===== src/rtl/ahb_rif_pkg.sv =====
// Shared types and helpers for the AHB-Lite to RIF bridge.
// size_mask returns a right-aligned byte mask of 2^size bytes, clipped to byte_count.
package ahb_rif_pkg;

   typedef enum logic [1:0] {
      TransIdle   = 2'b00,
      TransBusy   = 2'b01,
      TransNonseq = 2'b10,
      TransSeq    = 2'b11
   } htrans_t;

   typedef enum logic [2:0] {
      StIdle,
      StAccess,
      StRdone,
      StErr1,
      StErr2
   } bridge_state_t;

   localparam int unsigned MaxBytes = 128;

   function automatic logic [MaxBytes-1:0] size_mask(input logic [2:0] size,
                                                     input int unsigned byte_count);
      logic [MaxBytes-1:0] m;
      m = '0;
      for (int i = 0; i < int'(MaxBytes); i++) begin
         if ((i < (1 << size)) && (i < int'(byte_count))) m[i] = 1'b1;
      end
      return m;
   endfunction

endpackage


===== src/rtl/ahb_rif_strb_gen.sv =====
// Combinational byte-strobe generator with size and alignment checks.
module ahb_rif_strb_gen
   import ahb_rif_pkg::*;
#(
   parameter int unsigned BYTE_COUNT = 4,
   parameter int unsigned OFF_W      = 2
) (
   input  logic [OFF_W-1:0]      addr_lo_i,
   input  logic [2:0]            size_i,
   output logic [BYTE_COUNT-1:0] strb_o,
   output logic                  align_err_o,
   output logic                  size_err_o
);

   localparam int unsigned Log2Bc = (BYTE_COUNT > 1) ? $clog2(BYTE_COUNT) : 0;

   logic [MaxBytes-1:0]   mask_full;
   logic [BYTE_COUNT-1:0] mask;
   logic [OFF_W-1:0]      off;
   logic                  unused_mask;

   always_comb begin
      mask_full   = size_mask(size_i, BYTE_COUNT);
      mask        = mask_full[BYTE_COUNT-1:0];
      // A single-byte bus has no offset bits; the port bit is ignored.
      off         = (BYTE_COUNT > 1) ? addr_lo_i : '0;
      strb_o      = mask << off;
      size_err_o  = 32'(size_i) > Log2Bc;
      align_err_o = 1'b0;
      for (int i = 0; i < int'(OFF_W); i++) begin
         if ((i < int'(size_i)) && off[i]) align_err_o = 1'b1;
      end
   end

   assign unused_mask = ^mask_full;

endmodule


===== src/rtl/ahb_lite_rif_bridge.sv =====
// AHB-Lite slave to RIF bridge with wait states, byte strobes, pre-checks,
// optional registered read data, RIF timeout and a two-cycle ERROR response.
module ahb_lite_rif_bridge
   import ahb_rif_pkg::*;
#(
   parameter int unsigned ADDR_WIDTH = 12,
   parameter int unsigned DATA_WIDTH = 32,
   parameter int unsigned SEC_TRANS  = 0,
   parameter int unsigned RD_REG     = 0,
   parameter int unsigned TIMEOUT    = 16
) (
   input  logic                    HCLK,
   input  logic                    HRESETn,
   input  logic [ADDR_WIDTH-1:0]   HADDR,
   input  logic                    HSEL,
   input  logic                    HNONSEC,
   input  logic [2:0]              HSIZE,
   input  logic [1:0]              HTRANS,
   input  logic                    HWRITE,
   input  logic                    HREADYIN,
   input  logic [2:0]              HBURST,
   input  logic [DATA_WIDTH-1:0]   HWDATA,
   output logic [DATA_WIDTH-1:0]   HRDATA,
   output logic                    HREADYOUT,
   output logic                    HRESP,
   output logic [ADDR_WIDTH-1:0]   rif_addr,
   output logic                    rif_wr_req,
   output logic                    rif_rd_req,
   output logic [DATA_WIDTH/8-1:0] rif_wstrb,
   output logic [DATA_WIDTH-1:0]   rif_wdata,
   input  logic [DATA_WIDTH-1:0]   rif_rdata,
   input  logic                    rif_ready,
   input  logic                    rif_err
);

   localparam int unsigned ByteCount = DATA_WIDTH / 8;
   localparam int unsigned OffW      = (ByteCount > 1) ? $clog2(ByteCount) : 1;
   localparam int unsigned CntW      = (TIMEOUT > 0) ? $clog2(TIMEOUT + 1) : 1;

   if (!(DATA_WIDTH == 8 || DATA_WIDTH == 16 || DATA_WIDTH == 32 || DATA_WIDTH == 64 ||
         DATA_WIDTH == 128 || DATA_WIDTH == 256 || DATA_WIDTH == 512 ||
         DATA_WIDTH == 1024)) begin : g_bad_width
      $fatal(1, "ahb_lite_rif_bridge: illegal DATA_WIDTH %0d", DATA_WIDTH);
   end

   bridge_state_t          state_q, state_d;
   logic [CntW-1:0]        cnt_q, cnt_d;
   logic [ADDR_WIDTH-1:0]  addr_q, addr_d;
   logic [ByteCount-1:0]   strb_q, strb_d;
   logic                   write_q, write_d;
   logic [DATA_WIDTH-1:0]  rdata_q, rdata_d;

   htrans_t                trans;
   logic                   accept, pre_err, can_accept, rd_reg_read;
   logic                   align_err, size_err;
   logic [ByteCount-1:0]   strb_new;
   logic [DATA_WIDTH-1:0]  strb_bits, rdata_masked;
   logic                   unused_burst;

   assign trans   = htrans_t'(HTRANS);
   assign accept  = HSEL & HREADYIN & ((trans == TransNonseq) | (trans == TransSeq));
   assign pre_err = size_err | align_err | ((SEC_TRANS != 0) & HNONSEC);
   assign unused_burst = ^HBURST;

   ahb_rif_strb_gen #(
      .BYTE_COUNT (ByteCount),
      .OFF_W      (OffW)
   ) u_strb_gen (
      .addr_lo_i   (HADDR[OffW-1:0]),
      .size_i      (HSIZE),
      .strb_o      (strb_new),
      .align_err_o (align_err),
      .size_err_o  (size_err)
   );

   always_comb begin
      for (int b = 0; b < int'(ByteCount); b++) strb_bits[b*8 +: 8] = {8{strb_q[b]}};
   end

   assign rdata_masked = rif_rdata & strb_bits;
   assign rd_reg_read  = (RD_REG != 0) && !write_q;

   always_comb begin
      state_d    = state_q;
      cnt_d      = cnt_q;
      addr_d     = addr_q;
      strb_d     = strb_q;
      write_d    = write_q;
      rdata_d    = rdata_q;
      can_accept = 1'b0;
      unique case (state_q)
         StIdle, StRdone, StErr2: can_accept = 1'b1;
         StAccess: begin
            if (rif_ready && !rif_err) begin
               if (!write_q) rdata_d = rdata_masked;
               if (rd_reg_read) state_d = StRdone;
               else can_accept = 1'b1;
            end else if (rif_ready) begin
               state_d = StErr1;
            end else if ((TIMEOUT != 0) && (cnt_q == CntW'(TIMEOUT))) begin
               state_d = StErr1;
            end else begin
               cnt_d = cnt_q + 1'b1;
            end
         end
         StErr1:  state_d = StErr2;
         default: state_d = StIdle;
      endcase
      // Completion cycles double as the next address phase.
      if (can_accept) begin
         if (accept) begin
            addr_d  = HADDR;
            strb_d  = strb_new;
            write_d = HWRITE;
            cnt_d   = '0;
            state_d = pre_err ? StErr1 : StAccess;
         end else begin
            state_d = StIdle;
         end
      end
   end

   always_ff @(posedge HCLK or negedge HRESETn) begin
      if (!HRESETn) begin
         state_q <= StIdle;
         cnt_q   <= '0;
         addr_q  <= '0;
         strb_q  <= '0;
         write_q <= 1'b0;
         rdata_q <= '0;
      end else begin
         state_q <= state_d;
         cnt_q   <= cnt_d;
         addr_q  <= addr_d;
         strb_q  <= strb_d;
         write_q <= write_d;
         rdata_q <= rdata_d;
      end
   end

   always_comb begin
      HREADYOUT  = 1'b1;
      HRESP      = 1'b0;
      HRDATA     = rdata_q;
      rif_wr_req = 1'b0;
      rif_rd_req = 1'b0;
      unique case (state_q)
         StAccess: begin
            rif_wr_req = write_q;
            rif_rd_req = !write_q;
            HREADYOUT  = rif_ready & ~rif_err & ~rd_reg_read;
            if (!write_q && (RD_REG == 0)) HRDATA = rdata_masked;
         end
         StErr1: begin
            HREADYOUT = 1'b0;
            HRESP     = 1'b1;
         end
         StErr2:  HRESP = 1'b1;
         default: ;
      endcase
   end

   assign rif_addr  = addr_q;
   assign rif_wstrb = strb_q;
   assign rif_wdata = HWDATA & strb_bits;

endmodule


===== config.mk =====
export PLATFORM = sky130hd
export DESIGN_NAME = ahb_lite_rif_bridge
export DESIGN_NICKNAME = d
export VERILOG_FILES = /design/src/rtl/ahb_rif_pkg.sv /design/src/rtl/ahb_rif_strb_gen.sv /design/src/rtl/ahb_lite_rif_bridge.sv
export SDC_FILE = /design/constraint.sdc
export NUM_CORES = 1
export LEC_CHECK = 0
export CORE_MARGIN = 10
export CORE_UTILIZATION = 25
export CTS_CLUSTER_DIAMETER = 100
export DETAILED_ROUTE_END_ITERATION = 6
export PLACE_DENSITY = 0.55
export SKIP_LAST_GASP = 1
export SLEW_MARGIN = 20
export SYNTH_ARGS = -nofsm -noshare
export SYNTH_HDL_FRONTEND = slang
export SYNTH_SLANG_ARGS = --single-unit

===== constraint.sdc =====
create_clock -name HCLK -period 2.75 [get_ports HCLK]
set_input_delay 0.55 -clock HCLK [delete_from_list [all_inputs] [get_ports HCLK]]
set_output_delay 0.55 -clock HCLK [all_outputs]
set_load 0.03 [all_outputs]

==> out/results.txt <==
Cell Area, Synth = 2990 sq um
Reg power frac = 28.3%
DR vias = 3027
Clock slew at reported path FFs = 0.05 ns
Initial antenna violation count = 0
Root buffer cell = clkbuf_16
RSZ-0062 raised after global routing = no
DRC Markers = 0
Final Wtd Congestion = 0.714
Crit share post-route = 92.4%
Crit Path Category = flip-flop to output port
Hold Fails Final Rpt = 0
Power Density = 919 nW/um^2
WL met1 = 4.02 mm
Cell taking the most area after synthesis = dfrtp_1
Min Tclk post-route = 2.54 ns
EDFF count, synth = 0
First-pass GRT wire length = 16.8 mm
PnR worst setup slack = 0.209 ns
CTS sink cnt = 57
Die width = 129 um
WL met2 = 5.36 mm
# fillers = 1128
Drt wl/cell = 16.2 um
Largest family of logic cells by synthesized area = simple AND/OR/NAND/NOR gates
Sw Share = 39.9%
Crit-path cells = buf_4, or2_2, mux2i_1, clkdlybuf4s50_1
Vias per inst = 4.61
VDD IR-drop max = 0.364 mV
Measured slew at the worst slew-check pin = 0.676 ns
WP data required = 2.20 ns
1st-pass router iterations = 4
Async SR Flop Fraction = 100%
Die height = 129 um
Top cell type's share of synthesized area = 47.6%
H-tree depth = 3
Slowest stage delay, CP = 0.71 ns
Input/output buffers = 170
Synth Area in XOR/XNOR = 0%
Mux cell area share after synthesis = 7.06%
Max Slew Vio Count = 0
P_int = 2.83 mW
Rel. slew slack = 54.9%
Area grow syn2layout = 70.8%
Mapped Avg Cell Area = 8.65 sq um
Vias in the first global route = 3180
Initial Utilization = 25.9%
CTS tree = built
Static leakage = 2.17 nW
Core area = 11600 sq um
Family with the most delay on the worst path = buffers and inverters
Site Rows = 39
Logic pwr share = 47.6%
Critical-path top delay cell = clkdlybuf4s50_1
Flops & latches, synth = 57
Post-synthesis sequential area ratio = 47.6%
Diodes inserted = 0
Worst skew pair latency = 0.32 ns
Combined area of the multi-input logic cells = 1430 sq um
Critical Path End Type = output port
Area of the die = 16800 sq um
Grt ovf = 0
Number of synthesis warnings = 0
Layout cells sized above 1 = 15.6%
Adder-Cell Fraction of Synth Area = 0.836%
Highest Signal Layer = met4
Synth top cells by count = 92 x o21ai_0, 67 x nand2_1, 57 x dfrtp_1, 32 x and2_1, 21 x clkbuf_1
Cell variety after synth = 30
Final Routed Wirelength = 10.6 mm
Pre-CTS WS = 0.218 ns
Final nets = 602
All-layer global routing usage = 12.5%
Top Ports = 176
Clock Skew = 0.00465 ns
Post-DP HPWL = 8.24 mm
Post-route antenna net violation count = 0
Status = finished clean
Largest net degree at the start of global routing = 61
Met3 wire length = 1.18 mm
Syn Inst Count = 346
Total CTS buffers = 9
Ys flop type = dfrtp_1
Synth Net Count = 440
Hold buffer count at cts = 0
CP bufs+invs = 2
Tightest Hold Check Type = primary input to async pin
Post-Synth Simple-Gate Area = 20.3%
CTS max path bufs = 2
Crit-path max FO = 7
Synth Area in Compound Gates = 19.5%
Fmax = 393 MHz
Critical Path AT = 1.99 ns
Final setup viols = 0
Setup_tns = 0 ns
Seq. cell area = 1430 sq um
Max-cap violations = 0
Most common cell in the netlist = o21ai_0
Crit path launch type = flip-flop
1st-iter DRT viols = 91
Clock power share = 24.1%
Largest cells by area after synthesis = dfrtp_1 48%, o21ai_0 15%, nand2_1 8.4%, and2_1 6.7%, mux2_2 6.4%
Psw = 1.87 mW
-- cell type report --
| type | count | share of cell area [%] |
|---|---|---|
| repair buffers | 179 | 34.3 |
| multi-input cells | 257 | 28.0 |
| flip-flops and latches | 57 | 27.9 |
| clock buffers | 14 | 5.36 |
| well taps | 143 | 3.50 |
| clock inverters | 2 | 0.685 |
| inverters | 4 | 0.294 |
-- worst reg2reg max path, cell delays in order (launching register included) --
cell	delay, ns
dfrtp_1	0.37
buf_4	0.15
or4b_1	0.69
or4_4	0.54
a21oi_2	0.12
-- power groups by stage --
| stage | Combinational [mW] | Sequential, mW | Clock, mW |
|---|---|---|---|
| final | 2.24 | 1.33 | 1.13 |
| after global routing | 2.42 | 1.38 | 1.21 |
| after CTS | 2.27 | 1.34 | 1.17 |
| after detailed placement | 2.26 | 1.34 | 0 |
| after global placement | 2.25 | 1.33 | 0 |
| after floorplan | 1.20 | 1.38 | 0 |
-- cells by family (layout without fill, tap and decap cells) --
logic type               Yosys count  count (layout)
AO/OA/AOI/OAI                    112             112
adder cells (fa/ha/maj)            2               2
flip-flops                        57              57
multiplexers                      19              19
buffers and inverters             32             199
AND/OR/NAND/NOR                  124             124
-- worst paths after layout --
path,start,slack (ns),end,cells past startpoint
worst min register to register,rif_addr[2],0.50,rif_addr[2],1
max in group asynchronous,HRESETn,1.87,cnt_q[4],2
worst max register to register,state_q[2],0.82,cnt_q[2],4
worst max-delay path,state_q[0],0.21,HRESP,4
worst min-delay path,HRESETn,0.26,rif_addr[11],1
min in group HCLK,rif_addr[2],0.50,rif_addr[2],1
-- sequential cells by signal, summed over array words and instances, names as in the netlist --
| name | count |
|---|---|
| rdata_q | 32 |
| rif_addr | 12 |
| cnt_q | 5 |
| rif_wstrb | 4 |
| state_q | 3 |
| write_q | 1 |
-- layout by cell type (no fill, tap or decap), types with 4 or more instances in the layout --
| cell type | count |
|---|---|
| nand3_1 | 4 |
| o21ai_1 | 11 |
| nand2_1 | 67 |
| and2_1 | 32 |
| buf_4 | 36 |
| clkdlybuf4s50_1 | 135 |
| clkbuf_16 | 9 |
| nor2_1 | 7 |
| buf_12 | 6 |
| inv_1 | 4 |
| mux2_2 | 17 |
| a21oi_1 | 6 |
| dfrtp_1 | 57 |
| o21ai_0 | 90 |
-- routing by layer --
metal	up-vias	global-route usage, %
met1	1416	12.7
met3	6	6.85
met4	0	3.17
met2	102	22.0
met5	-	0
li1	1503	-
-- timing repair --
action | CTS | global route
buffers inserted | 0 | 0
endpoints found under the setup margin | 5 | 0
resized for setup | 4 | 0
-- per-stage QoR --
stage          utilization, %  std cells  power, mW  instance area (sq um)  hold WS, ns
2_1_floorplan               -        346       2.57                   2990        0.254
3_3_place_gp             41.5        640       3.58                   4800        0.489
3_5_place_dp             41.5        640       3.61                   4800        0.496
4_1_cts                  44.2        656       4.78                   5110        0.297
5_1_grt                  44.2        656       5.01                   5110        0.320
6_report                 44.2        656       4.70                   5110        0.260
Power figures use the tool's default switching activity.
